--- config.mk ---
export PLATFORM = sky130hd
export DESIGN_NAME = strip_occupancy_table
export DESIGN_NICKNAME = d
export VERILOG_FILES = /design/src/rtl/strip_pkg.sv /design/src/rtl/strip_width_regfile.sv /design/src/rtl/strip_occupancy_table.sv
export SDC_FILE = /design/constraint.sdc
export NUM_CORES = 1
export LEC_CHECK = 0
export CORE_UTILIZATION = 40
export DETAILED_ROUTE_END_ITERATION = 7
export PLACE_DENSITY = 0.57
export SLEW_MARGIN = 20
export SYNTH_ARGS = -nofsm -noshare
export SYNTH_HDL_FRONTEND = slang
export SYNTH_SLANG_ARGS = --single-unit
--- constraint.sdc ---
create_clock -name clk -period 2.05 [get_ports clk]
set_clock_uncertainty 0.05 [all_clocks]
set_input_delay 0.3075 -clock clk [delete_from_list [all_inputs] [get_ports clk]]
set_output_delay 0.3075 -clock clk [all_outputs]
set_load 0.01 [all_outputs]
--- src/rtl/strip_pkg.sv ---
// Shared types and sizes for the strip occupancy table and its min-select/strike stages.
// Optional build macro: STRIP_TABLE_PIPELINE_EN (used by strip_occupancy_table).
package strip_pkg;

    localparam int unsigned NUM_STRIPS = 13;
    localparam int unsigned ID_W       = 4;
    localparam int unsigned WIDTH_W    = 8;
    localparam int unsigned MAX_WIDTH  = 128;
    localparam int unsigned STRIKE_W   = 8;

    typedef logic [ID_W-1:0]    strip_id_t;
    typedef logic [WIDTH_W-1:0] strip_width_t;

    localparam strip_width_t          MAX_WIDTH_W = WIDTH_W'(MAX_WIDTH);
    localparam logic [STRIKE_W-1:0]   STRIKE_MAX  = '1;

    // Three candidate ids carried by one request.
    typedef struct packed {
        strip_id_t id_1;
        strip_id_t id_2;
        strip_id_t id_3;
    } strip_id_set_t;

    // Candidate payload presented to the min-select stage.
    typedef struct packed {
        strip_id_set_t ids;
        strip_width_t  width_1;
        strip_width_t  width_2;
        strip_width_t  width_3;
        strip_width_t  width_in;
    } strip_cand_t;

    // Placement result returned to the requester.
    typedef struct packed {
        logic         strike;
        strip_id_t    id;
        strip_width_t x;
    } strip_result_t;

    // True when any of the three request ids matches any id of a stored set.
    function automatic logic set_hit(strip_id_t a, strip_id_t b, strip_id_t c,
                                     strip_id_set_t s);
        return (a == s.id_1) || (a == s.id_2) || (a == s.id_3) ||
               (b == s.id_1) || (b == s.id_2) || (b == s.id_3) ||
               (c == s.id_1) || (c == s.id_2) || (c == s.id_3);
    endfunction

endpackage

--- src/rtl/strip_width_regfile.sv ---
// Occupied-width register file: NUM_STRIPS entries, three combinational read
// ports (out-of-range ids read MAX_WIDTH) and one synchronous write port.
// Ports: clk, rst (async active-low), rd_id_1..3 -> rd_data_1..3_c,
//        wr_en / wr_id / wr_data (out-of-range writes are dropped).
module strip_width_regfile
    import strip_pkg::*;
(
    input  logic               clk,
    input  logic               rst,
    input  logic [ID_W-1:0]    rd_id_1,
    input  logic [ID_W-1:0]    rd_id_2,
    input  logic [ID_W-1:0]    rd_id_3,
    output logic [WIDTH_W-1:0] rd_data_1_c,
    output logic [WIDTH_W-1:0] rd_data_2_c,
    output logic [WIDTH_W-1:0] rd_data_3_c,
    input  logic               wr_en,
    input  logic [ID_W-1:0]    wr_id,
    input  logic [WIDTH_W-1:0] wr_data
);

    strip_width_t mem_q [NUM_STRIPS];
    strip_width_t mem_d [NUM_STRIPS];

    // Next-state: only an in-range id can ever match an entry.
    always_comb begin
        for (int unsigned i = 0; i < NUM_STRIPS; i++) begin
            mem_d[i] = mem_q[i];
            if (wr_en && (wr_id == ID_W'(i))) begin
                mem_d[i] = wr_data;
            end
        end
    end

    always_ff @(posedge clk or negedge rst) begin
        if (!rst) begin
            for (int unsigned i = 0; i < NUM_STRIPS; i++) begin
                mem_q[i] <= '0;
            end
        end else begin
            for (int unsigned i = 0; i < NUM_STRIPS; i++) begin
                mem_q[i] <= mem_d[i];
            end
        end
    end

    // Read ports: default MAX_WIDTH covers ids with no matching entry.
    always_comb begin
        rd_data_1_c = MAX_WIDTH_W;
        rd_data_2_c = MAX_WIDTH_W;
        rd_data_3_c = MAX_WIDTH_W;
        for (int unsigned i = 0; i < NUM_STRIPS; i++) begin
            if (rd_id_1 == ID_W'(i)) rd_data_1_c = mem_q[i];
            if (rd_id_2 == ID_W'(i)) rd_data_2_c = mem_q[i];
            if (rd_id_3 == ID_W'(i)) rd_data_3_c = mem_q[i];
        end
    end

endmodule

--- src/rtl/strip_occupancy_table.sv ---
// Strip occupancy table: accepts a three-candidate placement request, presents
// the candidate widths to the min-select/strike stages, and three cycles after
// accept writes back the new width (or counts a strike) and emits one result.
// Ports: clk, rst (async active-low); req_* request handshake; cand_valid,
//        strip_id_*, occupied_width_*, width_in to the mid stages;
//        min_occupied_strip_*, strike_flag, new_occupied_strip_width from them;
//        place_* result pulse; strike_count (saturating).
// Build macro STRIP_TABLE_PIPELINE_EN: accept one request per cycle unless a
// requested id is held by an in-flight stage; otherwise one request in flight.
module strip_occupancy_table
    import strip_pkg::*;
(
    input  logic                clk,
    input  logic                rst,
    input  logic                req_valid,
    output logic                req_ready,
    input  logic [ID_W-1:0]     req_strip_id_1,
    input  logic [ID_W-1:0]     req_strip_id_2,
    input  logic [ID_W-1:0]     req_strip_id_3,
    input  logic [WIDTH_W-1:0]  req_width_in,
    output logic                cand_valid,
    output logic [ID_W-1:0]     strip_id_1,
    output logic [ID_W-1:0]     strip_id_2,
    output logic [ID_W-1:0]     strip_id_3,
    output logic [WIDTH_W-1:0]  occupied_width_1,
    output logic [WIDTH_W-1:0]  occupied_width_2,
    output logic [WIDTH_W-1:0]  occupied_width_3,
    output logic [WIDTH_W-1:0]  width_in,
    input  logic [ID_W-1:0]     min_occupied_strip_id,
    input  logic [WIDTH_W-1:0]  min_occupied_strip_width,
    input  logic                strike_flag,
    input  logic [WIDTH_W-1:0]  new_occupied_strip_width,
    output logic                place_valid,
    output logic                place_strike,
    output logic [ID_W-1:0]     place_strip_id,
    output logic [WIDTH_W-1:0]  place_x,
    output logic [STRIKE_W-1:0] strike_count
);

    logic [2:0]          infl_q, infl_d;
    strip_cand_t         cand_q, cand_d;
    strip_result_t       place_q, place_d;
    logic                place_valid_q, place_valid_d;
    logic [STRIKE_W-1:0] strike_count_q, strike_count_d;

    strip_width_t        rd_width_1_c, rd_width_2_c, rd_width_3_c;
    logic                req_fire_c;
    logic                wr_en_c;

    assign req_fire_c = req_valid & req_ready;
    // Writeback happens on the edge that retires the oldest stage.
    assign wr_en_c    = infl_q[2] & ~strike_flag;

    strip_width_regfile u_regfile (
        .clk         (clk),
        .rst         (rst),
        .rd_id_1     (req_strip_id_1),
        .rd_id_2     (req_strip_id_2),
        .rd_id_3     (req_strip_id_3),
        .rd_data_1_c (rd_width_1_c),
        .rd_data_2_c (rd_width_2_c),
        .rd_data_3_c (rd_width_3_c),
        .wr_en       (wr_en_c),
        .wr_id       (min_occupied_strip_id),
        .wr_data     (new_occupied_strip_width)
    );

    // Next-state: capture on accept, retire from infl[2].
    always_comb begin
        infl_d         = {infl_q[1:0], req_fire_c};
        cand_d         = cand_q;
        place_d        = place_q;
        place_valid_d  = infl_q[2];
        strike_count_d = strike_count_q;
        if (req_fire_c) begin
            cand_d.ids.id_1 = req_strip_id_1;
            cand_d.ids.id_2 = req_strip_id_2;
            cand_d.ids.id_3 = req_strip_id_3;
            cand_d.width_1  = rd_width_1_c;
            cand_d.width_2  = rd_width_2_c;
            cand_d.width_3  = rd_width_3_c;
            cand_d.width_in = req_width_in;
        end
        if (infl_q[2]) begin
            place_d.strike = strike_flag;
            place_d.id     = min_occupied_strip_id;
            place_d.x      = min_occupied_strip_width;
            if (strike_flag && (strike_count_q != STRIKE_MAX)) begin
                strike_count_d = strike_count_q + STRIKE_W'(1);
            end
        end
    end

    always_ff @(posedge clk or negedge rst) begin
        if (!rst) begin
            infl_q         <= '0;
            cand_q         <= '0;
            place_q        <= '0;
            place_valid_q  <= 1'b0;
            strike_count_q <= '0;
        end else begin
            infl_q         <= infl_d;
            cand_q         <= cand_d;
            place_q        <= place_d;
            place_valid_q  <= place_valid_d;
            strike_count_q <= strike_count_d;
        end
    end

`ifdef STRIP_TABLE_PIPELINE_EN
    // Ids of the two older in-flight stages; stage 0 ids live in cand_q.
    strip_id_set_t ids_s1_q, ids_s1_d;
    strip_id_set_t ids_s2_q, ids_s2_d;

    always_comb begin
        ids_s1_d = cand_q.ids;
        ids_s2_d = ids_s1_q;
    end

    always_ff @(posedge clk or negedge rst) begin
        if (!rst) begin
            ids_s1_q <= '0;
            ids_s2_q <= '0;
        end else begin
            ids_s1_q <= ids_s1_d;
            ids_s2_q <= ids_s2_d;
        end
    end

    // Stall only on an id shared with a live stage; independent of req_valid.
    always_comb begin
        req_ready = 1'b1;
        if (infl_q[0] && set_hit(req_strip_id_1, req_strip_id_2, req_strip_id_3, cand_q.ids)) begin
            req_ready = 1'b0;
        end
        if (infl_q[1] && set_hit(req_strip_id_1, req_strip_id_2, req_strip_id_3, ids_s1_q)) begin
            req_ready = 1'b0;
        end
        if (infl_q[2] && set_hit(req_strip_id_1, req_strip_id_2, req_strip_id_3, ids_s2_q)) begin
            req_ready = 1'b0;
        end
    end
`else
    // Single request in flight: IDLE only when no stage is occupied.
    assign req_ready = ~|infl_q;
`endif

    assign cand_valid       = infl_q[0];
    assign strip_id_1       = cand_q.ids.id_1;
    assign strip_id_2       = cand_q.ids.id_2;
    assign strip_id_3       = cand_q.ids.id_3;
    assign occupied_width_1 = cand_q.width_1;
    assign occupied_width_2 = cand_q.width_2;
    assign occupied_width_3 = cand_q.width_3;
    assign width_in         = cand_q.width_in;
    assign place_valid      = place_valid_q;
    assign place_strike     = place_q.strike;
    assign place_strip_id   = place_q.id;
    assign place_x          = place_q.x;
    assign strike_count     = strike_count_q;

endmodule

# --- Word level (Yosys, flattened, before mapping) ---
# Index checks and enable logic that the tools add are counted.
word_totals:
  latch_bits: 0
  elab_cells: 139
  n_memories: 0
  mem_bits_rw: 0
  regBits: 173
  mem_bits_ro: 0
op_classes:
  bitwise: 3
  n_eq_ne: 49
  muxes: 39
  reduce_logical: 21
  n_shift: 0
  div: 0
  order_cmp: 0
  multipliers: 0
  n_addsub: 1
ops:
  columns: ["op", "count"]
  rows:
  - ["2-to-1 mux 8 bit", 39]
  - ["equality test 4 bit, second input constant", 20]
  - ["equality test 4 x 3 -> 1 bit, second input constant", 16]
  - ["equality test 4 x 2 -> 1 bit, second input constant", 8]
  - ["equality test 4 x 1 -> 1 bit, second input constant", 4]
  - ["zero test 4 bit", 4]
  - ["logical AND 1 bit", 14]
  - ["adder 8 x 1 -> 8 bit, second input constant", 1]
  - ["inequality test 8 bit, second input constant", 1]
  - ["OR reduction 3 bit", 1]
  - ["AND 1 bit", 2]
  - ["AND reduction 2 bit", 1]
  - ["zero test 1 bit", 1]
  - ["inverter 1 bit", 1]

# --- Longest topological paths before layout ---
# Gate-level depths: netlist (run 1).
logic_depth:
  depth_word: 14
  depth_mapped: 8
  mapped_depth_nobuf: 7

# --- Cells and area by module ---
# A second synthesis (run 1) with hierarchy kept.
hier_totals:
  hier_cells: 915
  area_unflattened_um2: 10272.4
by_module_without_submodules:
  columns: ["mod", "n_inst", "area_per_inst_um2", "cells_per_inst"]
  rows:
  - ["strip_width_regfile", 1, 7408.4, 748]
  - ["strip_occupancy_table", 1, 2864.0, 167]

# --- Least setup slack after synthesis (run 1) ---
# No wires, ideal clock.
synth_timing:
  path_type: "register to register"
  from: "register strike_count_q[0] (netlist: strike_count[0])"
  to: "register strike_count_q[5] (netlist: strike_count[5])"
  required_time_ns: 1.874
  t_arrival_ns: 1.665
  stages_incl_launch_ff: 7
  n_path_buf: 0
  slack_ns: 0.209
  setup_time_ns: 0.126
  cell_sequence: "dfrtp_1 > ha_1 > and3_1 > a31oi_1 > and4_1 > nand3_1 > xnor2_1"
synth_between:
  elab_chain_len: 3
synth_lines:
  columns: ["item", "line", "text"]
  rows:
  - ["from (decl)", "strip_occupancy_table.sv:44", "logic [STRIKE_W-1:0] strike_count_q, strike_count_d;"]
  - ["from (signal assigned)", "strip_occupancy_table.sv:106", "strike_count_q <= strike_count_d;"]
  - ["branches (longest 3 deep; another with adder 8 x 1 -> 8 bit)", null, null]
# Parallel ways; which one is timed is not known.
# A chain may end at the register's enable or synchronous reset.

# --- Worst setup path after layout (run 1) ---
layout_timing:
  from: "input port req_strip_id_1[1]"
  to: "register cand_q, in the netlist occupied_width_1[6]"
layout_between:
  elab_chain_len: 14
layout_lines:
  columns: ["item", "line", "text"]
  rows:
  - ["from (decl)", "strip_occupancy_table.sv:17", "input logic [ID_W-1:0] req_strip_id_1,"]
  - ["zero test 4 bit", "strip_width_regfile.sv:52", "if (rd_id_1 == ID_W'(i)) rd_data_1_c = mem_q[i];"]
  - ["2-to-1 mux 8 bit (12 in a row)", "strip_width_regfile.sv:52", null]
  - ["2-to-1 mux 8 bit (*)", "strip_width_regfile.sv:52", null]
  - ["to (signal assigned)", "strip_occupancy_table.sv:103", "cand_q <= cand_d;"]
  - ["to (decl)", "strip_occupancy_table.sv:41", "strip_cand_t cand_q, cand_d;"]
# Mark *: on every way between the ends. The rest lies on a longest branch, timed or not.

==> results of run 1 <==
[worst min-delay path: stages]
cell	delay, ns
buf_2	0.18
buf_12	0.17
nand2_1	0.05
nand2_1	0.04
[cell usage after synthesis (7+ instances only)]
master | n | area [um2]
or3_1 | 7 | 43.8
nand2b_1 | 14 | 87.6
and3_1 | 7 | 43.8
a22oi_1 | 9 | 67.6
a31oi_1 | 13 | 81.3
a221oi_1 | 8 | 70.1
nand3_1 | 10 | 50.1
nor2_1 | 41 | 154
mux2_1 | 12 | 135
mux2i_1 | 58 | 581
clkbuf_1 | 35 | 131
o21ai_0 | 38 | 190
o22ai_1 | 23 | 144
a21oi_1 | 47 | 235
o221ai_1 | 19 | 166
inv_1 | 14 | 52.6
mux2_2 | 120 | 1350
nor2b_1 | 27 | 169
nor3_1 | 10 | 50.1
buf_2 | 21 | 105
mux4_2 | 11 | 248
nand2_1 | 98 | 368
dfrtp_1 | 173 | 4330
[cell type report]
| class | instances | area share, % |
|---|---|---|
| Tap cell | 319 | 3.11 |
| Inverter | 16 | 0.468 |
| Clock buffer | 19 | 3.37 |
| Clock inverter | 13 | 1.19 |
| Sequential cell | 173 | 33.7 |
| Timing Repair Buffer | 256 | 19.4 |
| Multi-Input combinational cell | 660 | 38.8 |
[flip-flops by register name, indices dropped and copies added (netlist names), 8 cells and up]
register,count
place_x,8
strike_count,8
u_regfile.mem_q,104
occupied_width_2,8
occupied_width_3,8
occupied_width_1,8
width_in,8
[power by group through the flow]
stage	sequential, W	combinational (W)	clock [W]
6_report	0.00521	0.00391	0.00331
2_1_floorplan	0.00517	0.00168	0
4_1_cts	0.00518	0.00391	0.00335
5_1_grt	0.00531	0.00424	0.00348
3_5_place_dp	0.00524	0.00389	0
3_3_place_gp	0.00523	0.00387	0
[through the flow]
stage / hold slack, ns / setup slack [ns] / std cells / setup TNS, ns
after floorplan: -0.0381 / 0.209 / 914 / 0
after global placement: 0.246 / -0.493 / 1423 / -7.64
after detailed placement: 0.242 / -0.475 / 1423 / -8.09
final: 0.301 / 0.0397 / 1456 / 0
after global routing: 0.288 / 0.00802 / 1456 / 0
after CTS: 0.280 / 0.0679 / 1456 / 0
[timing repair]
item | CTS | global route
buffers inserted | 0 | 0
hold buffers | 1 | 0
setup endpoints to repair | 2 | 4
hold endpoints to repair | 41 | 0
resized for setup | 4 | 4
[metal layers]
metal	vias up	GRT usage, %	routed length, um
met3	52	4.85	2020
li1	3810	-	-
met5	-	0	0
met2	346	44.3	15400
met1	4234	41.3	16000
met4	0	11.2	995
[cells in the final DEF (no fill, tap or decap), types with 11 or more instances in the layout]
master,instances
mux2_2,120
dfrtp_1,172
inv_1,14
o21ai_0,36
mux2_1,12
nor2_1,41
buf_4,120
nand2_1,97
clkdlybuf4s50_1,106
a21oi_1,47
clkbuf_16,17
buf_12,24
mux4_2,11
mux2i_1,58
nand2b_1,14
nor2b_1,26
a31oi_1,13
o22ai_1,23
o221ai_1,19
[final timing paths]
path | cells past startpoint | end | slack (ns)
min reg2reg | 0 | infl_q[2] | 0.36
max | 8 | occupied_width_1[6] | 0.04
max reg2reg | 5 | u_regfile.mem_q[5] | 0.18
min | 4 | strip_id_2[0] | 0.30
max in group asynchronous | 3 | u_regfile.mem_q[77] | 1.04
min in group asynchronous | 2 | infl_q[2] | 0.32
[cell families (layout without fill, tap and decap cells)]
kind of cell / after synthesis / in the layout
AND/OR/NAND/NOR: 239 / 239
AO/OA/AOI/OAI: 212 / 212
adder cells (fa/ha/maj): 1 / 1
flip-flops: 173 / 173
XOR/XNOR: 7 / 7
multiplexers: 201 / 201
buffers and inverters: 81 / 304
==> impl_metrics.ini, run 1 <==
[sta]
rsz0062_at_grt = no
final-hold-violation-count = 0
period_minus_slack_ns = 2.01
fin_crit_sh_pct = 98.1
tightest_slew_ns = 0.619
max_slew_margin_pct = 58.6
fmax_mhz = 497
maxSlewViolCount = 0
setup_viol_count_final = 0

[final_layout]
syn2layout_area_growth_pct = 33.0
drive_gt1_share_pct = 28.2
final_core_util_pct = 54.6
final_area_um2 = 12800
diodes = 0
fillCellCount = 2151
nets = 1169
seq_area_um2 = 4330
multi_input_area_um2 = 4980

[logic_synthesis]
syn_avg_cell_area_um2 = 10.6
ys.flop_type = dfrtp_1
netlist_instances = 914
synth-seq-cells = 173
synthXorXnorAreaFrac_pct = 0.635
synth_top_family_by_area = multiplexers
synthSimpleGateAreaFrac_pct = 12.1
synth_warnings = 0
postSynth.asyncResetShare_pct = 100
synth_area_um2 = 9660
syn_nets = 959
synth_edf_count = 0
synth.area.mux_share_pct = 24.0
synth_fa_ha_area_share_pct = 0.130
synth-compound-area-share_pct = 14.5
yosysUniqueCellTypes = 67
ys_seq_area_share_pct = 44.8

[power_and_ir_drop]
pwr-share-seq_pct = 41.9
p_leak_nw = 5.76
vdd_drop_max_v = 0.000547
finalPower_w = 0.0124
pwr-share-comb_pct = 31.4
p_int_w = 0.00824
clock_power_share_pct = 26.6
power.density_nw_per_um2 = 967
swShare_pct = 33.7
power.switching_w = 0.00418

[global_route]
grt_max_degree = 47
grt_pass1_vias = 8176
grt_usage_pct = 29.1
grt.overflow.total = 0
grt_pass1_wl_mm = 52.4
antenna_found_initial = 0

[cts]
cts_tree = yes
htreeDepth = 4
cts_made_buffers = 17
clock_sinks = 173
clockBufferDepth = 2
root_buffer = clkbuf_16
clkLatencyLatePin_ns = 0.45
clkTransAtPathRegs_ns = 0.07

[outcome]
outcome = finished, final reports clean

[floorplanning]
die_y_um = 157
ios = 112
core_area_um2 = 23500
initial_core_util_pct = 41.0
die_area_um2 = 24800
die_w_um = 157
rows = 56

[detailed_routing]
routed_wl_mm = 34.4
drc = 0
num_vias = 8442
drtIter0Drc = 724
wl_per_cell_um = 23.6
ant_nets = 0
dr.pass1.iters = 5
avgViaCountPerCell = 5.80

[setup_path]
startpoint_type = input pin
cp_top_family = buffers and inverters
arrival_ns = 2.28
end_kind = flip-flop
critical-path-max-stage-delay_ns = 0.62
required_ns = 2.32
critical_path_class = in2reg
reg2reg_from = infl_q[2]
path_cells = clkdlybuf4s50_1 > buf_4 > nand2b_1 > buf_4 > o22a_1 > o22ai_1 > a31oi_1 > o21ai_1
crit_buf_inv = 3
crit_start = req_strip_id_1[1]
cp_common_cell = buf_4
slowest_stage = clkdlybuf4s50_1
path_max_fanout = 6

[placed_design]
dp_hpwl_mm = 26.1
place.gp.congestion = 0.968
port_buffers = 111
placed_area_um2 = 12200

[worst_hold_path]
hp-class = in2reg
holdCritStartpoint = req_strip_id_2[0]

[flow_run]
cap_violations = 0
Power figures use the tool's default switching activity.
==> inputs of run 2 (changes only) <==
--- a/config.mk
+++ b/config.mk
@@ -7,6 +7,7 @@
 export LEC_CHECK = 0
 export CORE_UTILIZATION = 40
 export DETAILED_ROUTE_END_ITERATION = 7
+export GPL_TIMING_DRIVEN = 0
 export PLACE_DENSITY = 0.57
 export SLEW_MARGIN = 20
 export SYNTH_ARGS = -nofsm -noshare
==> run 2 against run 1 <==
Non-clock buffer count shrank 78; register-to-register slack got worse by 0.11 ns; hold slack gained 0.042 ns; worst setup slack got worse by 0.032 ns; routed wire length is 7.4% higher; count of clock-buffer cells in the layout shrank 1; clock power rose by 8.8%; total power increased by 1.1%; sequential share of layout area rose by 2.2 points; via count fell by 0.85%; flip-flop and latch count stayed put.
==> impl_metrics.ini, run 2 (synthesis gave the netlist of run 1 again) <==
[sta]
setup_viol_count_final = 0
hold_slack_ns = 0.343
tightest_slew_ns = 0.825
fin_crit_sh_pct = 99.6
fmax_mhz = 490
period_minus_slack_ns = 2.04
maxSlewViolCount = 0
max_slew_margin_pct = 45.0
final-hold-violation-count = 0

[flow_run]
cap_violations = 0

[setup_path]
cp_top_family = simple AND/OR/NAND/NOR gates
slowest_stage = clkdlybuf4s50_1
path_cells = clkdlybuf4s50_1 > or3b_1 > o22ai_1 > o22ai_1 > and2_1 > o32ai_1
crit_buf_inv = 1
rr_worst_depth = 6
r2r_end = u_regfile.mem_q[86]
cp_common_cell = o22ai_1
startpoint_type = input pin
reg2reg_from = infl_q[2]
critical-path-max-stage-delay_ns = 0.57
ff2ff_setup_slack_ns = 0.07
end_kind = flip-flop
path_max_fanout = 7
required_ns = 2.33
critical_path_class = in2reg
arrival_ns = 2.33

[power_and_ir_drop]
power.density_nw_per_um2 = 1040
vdd_drop_max_v = 0.000477
p_leak_nw = 5.31

[worst_hold_path]
min_path_cells = 0
hp-class = reg2reg
holdCritStartpoint = infl_q[2]
min_to = place_valid

[floorplanning]
rows = 56
die_w_um = 157
die_y_um = 157
die_area_um2 = 24800
ios = 112
core_area_um2 = 23500
initial_core_util_pct = 41.0

[placed_design]
place.gp.congestion = 1.02
dp_cells = 1341
dp_hpwl_mm = 27.0
port_buffers = 107

[global_route]
grt_max_degree = 98
antenna_found_initial = 0
grt_pass1_wl_mm = 54.6
grt.overflow.total = 0
grt_pass1_vias = 8084
grt_usage_pct = 30.9

[final_layout]
most-common-layout-cells = dfrtp_1, mux2_2, clkdlybuf4s50_1, nand2_1, mux2i_1
largest_register_ffs = 104
final_common_cell = dfrtp_1
seq_area_um2 = 4330
syn2layout_area_growth_pct = 24.8
layout.cells.non_filler = 1377
diodes = 0
nets = 1091
top_register = u_regfile.mem_q
fillCellCount = 2245
multi_input_area_um2 = 5100
drive_gt1_share_pct = 23.5

[cts]
htreeDepth = 4
root_buffer = clkbuf_16
clkTransAtPathRegs_ns = 0.07
clkLatencyLatePin_ns = 0.44
clock_sinks = 173
cts_tree = yes
cts_made_buffers = 17
clockBufferDepth = 2

[detailed_routing]
drc = 0
dr.pass1.iters = 7
wl_per_cell_um = 26.8
num_vias = 8370
avgViaCountPerCell = 6.08
drtIter0Drc = 738
ant_nets = 0
routed_wl_mm = 36.9

[outcome]
outcome = finished, final reports clean
## run 2: cell types whose count changed in the layout (fill, tap and decap cells not counted), moves of 5 or more
cell / before / now
buf_4: 120 / 11
buf_12: 24 / 0
clkbuf_1: 2 / 19
buf_2: 3 / 14
clkbuf_2: 0 / 11
buf_6: 1 / 8
clkbuf_4: 0 / 6
clkdlybuf4s50_1: 106 / 101
nand2_1: 97 / 92
## run 2: power by group
group | internal (W) | total, W | switching, W
Clock | 0.00207 | 0.00360 | 0.00153
Combinational | 0.00205 | 0.00380 | 0.00176
Sequential | 0.00431 | 0.00515 | 0.000846
## run 2: per-layer routing
metal  GRT usage (%)  vias to the layer above  routed length (um)
li1                -                     3646                   -
met1            42.9                     4177               16300
met2            46.8                      447               16300
met3            5.67                      100                2770
met4            13.9                        0                1500
met5               0                        -                   0
## run 2: final cells by class
class | instances | share of cell area, %
Buffer | 64 | 3.12
Clock buffer | 18 | 3.56
Clock inverter | 13 | 1.68
Inverter | 16 | 0.498
Multi-Input combinational cell | 660 | 42.3
Sequential cell | 173 | 35.9
Tap cell | 319 | 3.31
Timing Repair Buffer | 114 | 9.62
## run 2: through the flow
step           setup TNS, ns  worst slack, ns  utilization (%)  area, um2  power, W
2_1_floorplan              0            0.209                -       9660   0.00685
3_3_place_gp        -1181.87            -6.65             47.3      11100   0.00887
3_5_place_dp          -36.63           -0.932             47.4      11200   0.00891
4_1_cts               -0.567           -0.139             50.6      11900    0.0125
5_1_grt              -0.0972          -0.0218             51.2      12100    0.0131
6_report                   0          0.00727             51.2      12100    0.0126
## run 2: worst max-delay path by stage
stage                       from                   end  slack [ns]  cells after the start
6_report       req_strip_id_3[2]   occupied_width_3[4]       0.007                      6
5_1_grt                infl_q[2]   u_regfile.mem_q[86]       -0.02                      6
4_1_cts        req_strip_id_3[3]   occupied_width_3[4]       -0.14                      6
3_5_place_dp   req_strip_id_2[2]   occupied_width_2[4]       -0.93                      8
3_3_place_gp                 rst  u_regfile.mem_q[101]       -6.65                      1
2_1_floorplan    strike_count[0]       strike_count[5]        0.21                      6
## run 2: repair_timing
item | 4_1_cts | 5_1_grt
hold buffers | 1 | 0
resized for setup | 45 | 45
endpoints found under the hold margin | 76 | 0
setup endpoints to repair | 89 | 105
setup buffers | 1 | 4
